`config.mk`:
```
export PLATFORM = sky130hd
export DESIGN_NAME = rr_index_arbiter
export DESIGN_NICKNAME = d
export VERILOG_FILES = /design/src/rtl/rr_index_arbiter.sv
export SDC_FILE = /design/constraint.sdc
export NUM_CORES = 1
export LEC_CHECK = 0
export CAP_MARGIN = 20
export CORE_ASPECT_RATIO = 1.1
export CORE_MARGIN = 1
export CORE_UTILIZATION = 54
export DETAILED_ROUTE_END_ITERATION = 10
export PLACE_DENSITY = 0.86
export SETUP_SLACK_MARGIN = 0.2
export SYNTH_ARGS = -nofsm -noshare
export SYNTH_HDL_FRONTEND = slang
export SYNTH_SLANG_ARGS = --single-unit
```
`constraint.sdc`:
```
create_clock -name clk -period 2.65 [get_ports clk]
set_input_delay 0.3975 -clock clk [delete_from_list [all_inputs] [get_ports clk]]
set_output_delay 0.3975 -clock clk [all_outputs]
set_load 0.05 [all_outputs]
```
`src/rtl/rr_index_arbiter.sv`:
```
// Round-robin arbiter presenting the winner as a registered binary index with valid/ready.
// Optional macro RR_ARB_LOCK_EN adds lock_in to hold a grant across consecutive transfers.
module rr_index_arbiter #(
    parameter int NUM_REQ   = 4,
    parameter int IDX_WIDTH = $clog2(NUM_REQ)
) (
    input  logic                 clk,
    input  logic                 rst_n,
    input  logic [NUM_REQ-1:0]   req_in,
`ifdef RR_ARB_LOCK_EN
    input  logic [NUM_REQ-1:0]   lock_in,
`endif
    output logic                 grant_valid,
    output logic [IDX_WIDTH-1:0] grant_idx,
    input  logic                 grant_ready
);

    typedef enum logic {
        IDLE  = 1'b0,
        OFFER = 1'b1
    } state_t;

    state_t               state_q, state_d;
    logic [IDX_WIDTH-1:0] ptr_q, ptr_d;
    logic [IDX_WIDTH-1:0] grant_idx_q, grant_idx_d;
    logic [IDX_WIDTH-1:0] ptr_after_grant;
    logic                 hold_lock;

    // First set request bit at or after start, wrapping modulo NUM_REQ.
    function automatic logic [IDX_WIDTH-1:0] pick_winner(
        input logic [NUM_REQ-1:0]   req,
        input logic [IDX_WIDTH-1:0] start
    );
        logic [IDX_WIDTH-1:0] win;
        logic [NUM_REQ-1:0]   shifted;
        logic                 found;
        int                   cand;
        win   = start;
        found = 1'b0;
        for (int off = 0; off < NUM_REQ; off++) begin
            cand = int'(start) + off;
            if (cand >= NUM_REQ) cand = cand - NUM_REQ;
            shifted = req >> cand;
            if (!found && shifted[0]) begin
                win   = IDX_WIDTH'(cand);
                found = 1'b1;
            end
        end
        return win;
    endfunction

    assign ptr_after_grant = (grant_idx_q == IDX_WIDTH'(NUM_REQ - 1)) ? '0
                                                                       : grant_idx_q + 1'b1;

`ifdef RR_ARB_LOCK_EN
    assign hold_lock = lock_in[grant_idx_q] & req_in[grant_idx_q];
`else
    assign hold_lock = 1'b0;
`endif

    always_comb begin
        state_d     = state_q;
        ptr_d       = ptr_q;
        grant_idx_d = grant_idx_q;
        unique case (state_q)
            IDLE: begin
                if (|req_in) begin
                    state_d     = OFFER;
                    grant_idx_d = pick_winner(req_in, ptr_q);
                end
            end
            OFFER: begin
                // Offer is frozen until the consumer accepts it.
                if (grant_ready) begin
                    if (hold_lock) begin
                        state_d = OFFER;
                    end else begin
                        ptr_d = ptr_after_grant;
                        if (|req_in) begin
                            state_d     = OFFER;
                            grant_idx_d = pick_winner(req_in, ptr_after_grant);
                        end else begin
                            state_d = IDLE;
                        end
                    end
                end
            end
            default: state_d = IDLE;
        endcase
    end

    always_ff @(posedge clk or negedge rst_n) begin
        if (!rst_n) begin
            state_q     <= IDLE;
            ptr_q       <= '0;
            grant_idx_q <= '0;
        end else begin
            state_q     <= state_d;
            ptr_q       <= ptr_d;
            grant_idx_q <= grant_idx_d;
        end
    end

    assign grant_valid = (state_q == OFFER);
    assign grant_idx   = grant_idx_q;

endmodule

```
# After elaboration in Yosys (flattened, before gate mapping)
# Index checks and enable logic that the tools add are counted.
[classes] bitwise_logic=1 eq_ne=4 addsub=15 muxes=65 n_shift=8 n_reduce_logical=15 n_lt_le_gt_ge=8
[op_table] op="32-bit two-way mux" n=28
[op_table] op="4-bit by 32-bit >> shifter with 1-bit output" n=8
[op_table] op="2-bit two-way mux" n=12
[op_table] op="3-bit by 3-bit subtractor with 4-bit output, second input constant" n=6
[op_table] op="1-bit two-way mux" n=23
[op_table] op="3-bit greater-or-equal comparator, second input constant" n=6
[op_table] op="2-bit by 2-bit adder with 3-bit output, second input constant" n=4
[op_table] op="2-bit by 3-bit subtractor with 4-bit output, second input constant" n=2
[op_table] op="2-bit by 1-bit adder with 3-bit output, second input constant" n=2
[op_table] op="2-bit by 3-bit greater-or-equal comparator with 1-bit output, second input constant" n=2
[op_table] op="1-bit logical AND" n=6
[op_table] op="1-bit zero test" n=6
[op_table] op="2-bit inequality test, second input constant" n=2
[op_table] op="2-bit one-hot mux with 2 select lines" n=1
[op_table] op="4-bit OR reduction" n=1
[op_table] op="3-bit AND reduction" n=1
[op_table] op="2-bit by 1-bit adder with 2-bit output, second input constant" n=1
[op_table] op="2-bit == test, second input constant" n=1
[op_table] op="2-bit by 1-bit inequality test with 1-bit output, second input constant" n=1
[op_table] op="1-bit one-hot mux with 2 select lines" n=1
[op_table] op="2-bit AND reduction" n=1
[op_table] op="1-bit NOT" n=1
[word_totals] regBits=5 word_cells=119 inputBits=7 out_inout_bits=3

# Logic depth before layout (Yosys ltp)
[logic_depth] ltp_word=30 depth_mapped=10 ltp_nobuf=8

# Worst setup path before layout
# OpenSTA, ideal clock, no wires.
[synth_timing] kind="reg2reg" startpoint="register grant_idx_q[0] (netlist: grant_idx[0])" endpoint="register grant_idx_q[0] (netlist: grant_idx[0])" path_slack_ns=0.099 path_stages_with_launch=11 setup_time_ns=0.124 t_arrival_ns=2.427 required_ns=2.526 path_buffers=2 period_less_slack_ns=2.551 path_cell_list="dfrtp_1 buf_2 inv_1 ha_1 clkbuf_1 nor2b_1 nand2_1 o21ai_1 a41oi_1 xor2_1 a211o_1"
[synth_via] elab_chain_len=30 word_cells_on_any_way=59
[synth_lines] element="start, declared" line_no="25" rtl="logic [IDX_WIDTH-1:0] grant_idx_q, grant_idx_d;"
[synth_lines] element="start signal, assigned" line_no="100" rtl="grant_idx_q <= grant_idx_d;"
[synth_lines] element="2-bit by 1-bit adder with 2-bit output / 2-bit == test (equally long branches)" line_no="53, 52"
[synth_lines] element="2-bit two-way mux *" line_no="52" rtl="assign ptr_after_grant = (grant_idx_q == IDX_WIDTH'(NUM_REQ - 1)) ? '0"
[synth_lines] element="net ptr_after_grant[1]" line_no="26" rtl="logic [IDX_WIDTH-1:0] ptr_after_grant;"
[synth_lines] element="2-bit by 3-bit subtractor with 4-bit output / 2-bit by 3-bit greater-or-equal comparator with 1-bit output (equally long branches)" line_no="42" rtl="if (cand >= NUM_REQ) cand = cand - NUM_REQ;"
[synth_lines] element="32-bit two-way mux" line_no="42"
[synth_lines] element="32-bit two-way mux" line_no="79" rtl="if (|req_in) begin"
[synth_lines] element="32-bit two-way mux" line_no="74" rtl="if (grant_ready) begin"
[synth_lines] element="32-bit two-way mux" line_no="65" rtl="unique case (state_q)"
[synth_lines] element="[15 not listed]"
[synth_lines] element="1-bit two-way mux" line_no="74"
[synth_lines] element="1-bit two-way mux" line_no="65"
[synth_lines] element="1-bit zero test" line_no="44" rtl="if (!found && shifted[0]) begin"
[synth_lines] element="1-bit logical AND" line_no="44"
[synth_lines] element="2-bit two-way mux *" line_no="44"
[synth_lines] element="2-bit two-way mux *" line_no="79"
[synth_lines] element="2-bit two-way mux *" line_no="74"
[synth_lines] element="2-bit one-hot mux with 2 select lines *" line_no="65"
# The timed path passes the listed nets; every way through them passes the cells marked *. The select of a mux whose other input is x is not followed.
# A chain may end at the register's enable or synchronous reset.

# Worst setup path after layout
[layout_timing] startpoint="register grant_idx_q[0] (netlist: grant_idx[0])" endpoint="register grant_idx_q[0] (netlist: grant_idx[0])"
[layout_via] elab_chain_len=30 word_cells_on_any_way=59
[layout_lines] element="2-bit by 1-bit adder with 2-bit output / 2-bit == test (equally long branches)" line_no="53, 52"
[layout_lines] element="2-bit two-way mux *" line_no="52"
[layout_lines] element="2-bit by 3-bit subtractor with 4-bit output / 2-bit by 3-bit greater-or-equal comparator with 1-bit output (equally long branches)" line_no="42"
[layout_lines] element="32-bit two-way mux" line_no="42"
[layout_lines] element="32-bit two-way mux" line_no="79"
[layout_lines] element="32-bit two-way mux" line_no="74"
[layout_lines] element="32-bit two-way mux" line_no="65"
[layout_lines] element="4-bit by 32-bit >> shifter with 1-bit output" line_no="43" rtl="shifted = req >> cand;"
[layout_lines] element="[14 not listed]"
[layout_lines] element="1-bit two-way mux" line_no="74"
[layout_lines] element="1-bit two-way mux" line_no="65"
[layout_lines] element="1-bit zero test" line_no="44"
[layout_lines] element="1-bit logical AND" line_no="44"
[layout_lines] element="2-bit two-way mux *" line_no="44"
[layout_lines] element="2-bit two-way mux *" line_no="79"
[layout_lines] element="2-bit two-way mux *" line_no="74"
[layout_lines] element="2-bit one-hot mux with 2 select lines *" line_no="65"
# Mark *: on every way between the ends. The rest lies on a longest branch, timed or not. The select of a mux whose other input is x is not followed.

==> metrics.txt <==
f_max 0.432 GHz; Mapped Area 833 um2; hold-fix buffers at CTS 0; Net Switching 0.000608 W; fillcell total 127; Post-Syn Nets 117; first-pass GRT wire length 3.00 mm; RSZ-0062 raised after global routing false; top-level I/O count 10; most frequent cells in the layout 9 x inv_1, 9 x clkdlybuf4s50_1, 8 x nand2_1, 8 x ha_1, 7 x a21oi_1; DRT antenna net count 0; Unique masters post-synth 45; Layout area overhead 15.5%; initial antenna violation count 0; Final Slew Violations 0; Port Buf Inserts 9; met2 routed wirelength 934 um; ant diodes 0; pwr dens 1260 nW/um2; TritonCTS Buffers 3; Post-Route M1 WL 839 um; largest family of logic cells by synthesized area compound AO/OA/AOI/OAI gates; Fin. Hold Viols 0; Int Pwr 0.000608 W; row count 14; Avg Inst Size Synth 8.17 um2; PostCTS Resize Cnt 0; Sink Count 5; total power 0.00122 W; hpwl dp 1.40 mm; Max VDD drop 0.697 mV; met3 wire length 16 um; DR top layer met4; drt wl/cell 14.4 um; CP Capture Type flip-flop; GRT overflow 0; startpoint types flip-flop; Mapped Cells 102; Max-Cap Viols 0; number of enable flip-flop cells after synthesis 0; # Post-CTS Setup Buffers 0; Synthesis Warnings 0; max_slew headroom 66.9%; DP Worst Slack 0.252 ns; final setup margin 0.335 ns; initial cell density of the core 59.5%; Die Wd 39.5 um; Pleak 0.425 nW; xor-xnor portion of the synthesized cell area 2.10%; DRC viols 0; Post-Route WL 1.82 mm; status completed; worst-case clock skew 0.00415 ns; Clk pwr share 7.8%; Synth Area in Adders 12.0%; synthesized flop and latch total 5; CP Max Fanout 14; Root Driver clkbuf_4; Final #Nets 127; Final Wtd Congestion 0.773; vias 783; CP arrival 2.44 ns; vias in the first global route 722; R2R cell count 6; clk slew on worst S/H paths 0.05 ns; Compound-Gate Fraction of Synth Area 32.3%; combinational power share 79.3%; Vias/cell 6.17; core area 1400 um2; sw frac 50.0%; simple-gate share of the synthesized area 15.3%; worst hold path class primary input to asynchronous set/reset pin; Worst-Skew Late Latency 0.25 ns; Final Setup Violations 0; setup tns final 0 ns; Tightest Pin Transition 0.494 ns; Post-synth ARST share 100%; Seq/Total Area, Yosys 15.0%; H-tree lvl count 1; overall routing resource usage 25.3%; DIE HEIGHT 43.2 um; final period utilization 87.4%; CP required 2.78 ns; Tmin final 2.32 ns; share of cells above drive strength 1 16.2%; Crit Path Category flip-flop to flip-flop; post-synthesis mux area share 12.8%; DIE AREA 1700 um2; Iteration-0 DRC Markers 5; CTS tree built; pin count of the biggest net entering global routing 15; sequential power share 12.9%; 1st-pass router iterations 4; most common flop cell mapped by yosys dfrtp_1; Clock Path Buffers 2
flip-flops by register name, indices dropped and copies added, names as in the netlist:
signal and cells:
ptr_q 2, grant_valid 1, grant_idx 2
per-stage QoR:
step	hold WS, ns	utilization, %	instance area (um2)	instances
after floorplan	0.102	-	835	102
after global placement	0.627	66.8	936	123
after detailed placement	0.637	66.8	936	123
after CTS	0.368	68.7	962	127
after global routing	0.386	68.7	962	127
final	0.364	68.7	962	127
Yosys cell counts (all sizes together) (3+ instances only):
cell type | instances | area [um2]
inv | 9 | 33.8
ha | 8 | 100
nand2 | 8 | 30.0
a21oi | 7 | 35.0
o21ai | 7 | 35.0
buf | 6 | 38.8
dfrtp | 5 | 125
mux2i | 5 | 50.1
clkbuf | 4 | 15.0
nor2 | 4 | 15.0
or2 | 3 | 18.8
power groups by stage:
stage	registers, W	logic, W	clock network, W
after detailed placement	0.000156	0.000965	0
after floorplan	0.000198	0.000747	0
after global routing	0.000163	0.00106	0.0000993
after global placement	0.000156	0.000927	0
final	0.000156	0.000964	0.0000953
after CTS	0.000156	0.000966	0.0000959
critical path: stages, from the launching register on:
cell and delay [ns]:
dfrtp_2 0.49, ha_1 0.35, or3b_1 0.41, a211o_1 0.27
a41oi_1 0.24, o22ai_1 0.14, a211o_1 0.28
cell families after synthesis:
kind of cell	count (synthesis)
compound gates	36
simple gates	24
buf+inv	19
mux	8
fa+ha+maj	8
flops	5
xor+xnor	2
worst paths after layout:
check / startpoint / end / slack (ns)
setup / recovery: grant_idx[0]$_DFFE_PN0P_ / grant_idx[0]$_DFFE_PN0P_ / 0.33
hold / removal: rst_n / grant_idx[1]$_DFFE_PN0P_ / 0.36
setup reg to reg: grant_idx[0]$_DFFE_PN0P_ / grant_idx[0]$_DFFE_PN0P_ / 0.33
hold reg to reg: ptr_q[1]$_DFFE_PN0P_ / ptr_q[1]$_DFFE_PN0P_ / 0.65
max in group asynchronous: rst_n / grant_idx[0]$_DFFE_PN0P_ / 2.08
min in group clk: ptr_q[1]$_DFFE_PN0P_ / ptr_q[1]$_DFFE_PN0P_ / 0.65
layout make-up:
type | instances | area (um2) | area share (%)
multi-input cells | 78 | 621 | 64.5
repair buffers | 15 | 135 | 14.0
flip-flops and latches | 5 | 126 | 13.1
inverters | 9 | 33.8 | 3.51
clock buffers | 4 | 26.3 | 2.73
well taps | 16 | 20.0 | 2.08
layer usage:
layer / GRT usage (%) / vias to the layer above
met2: 43.3 / 9
met1: 30.2 / 383
met4: 10.3 / 0
met3: 3.14 / 5
met5: 0 / -
li1: - / 386
Note: power is estimated with default switching activity, not from simulation.
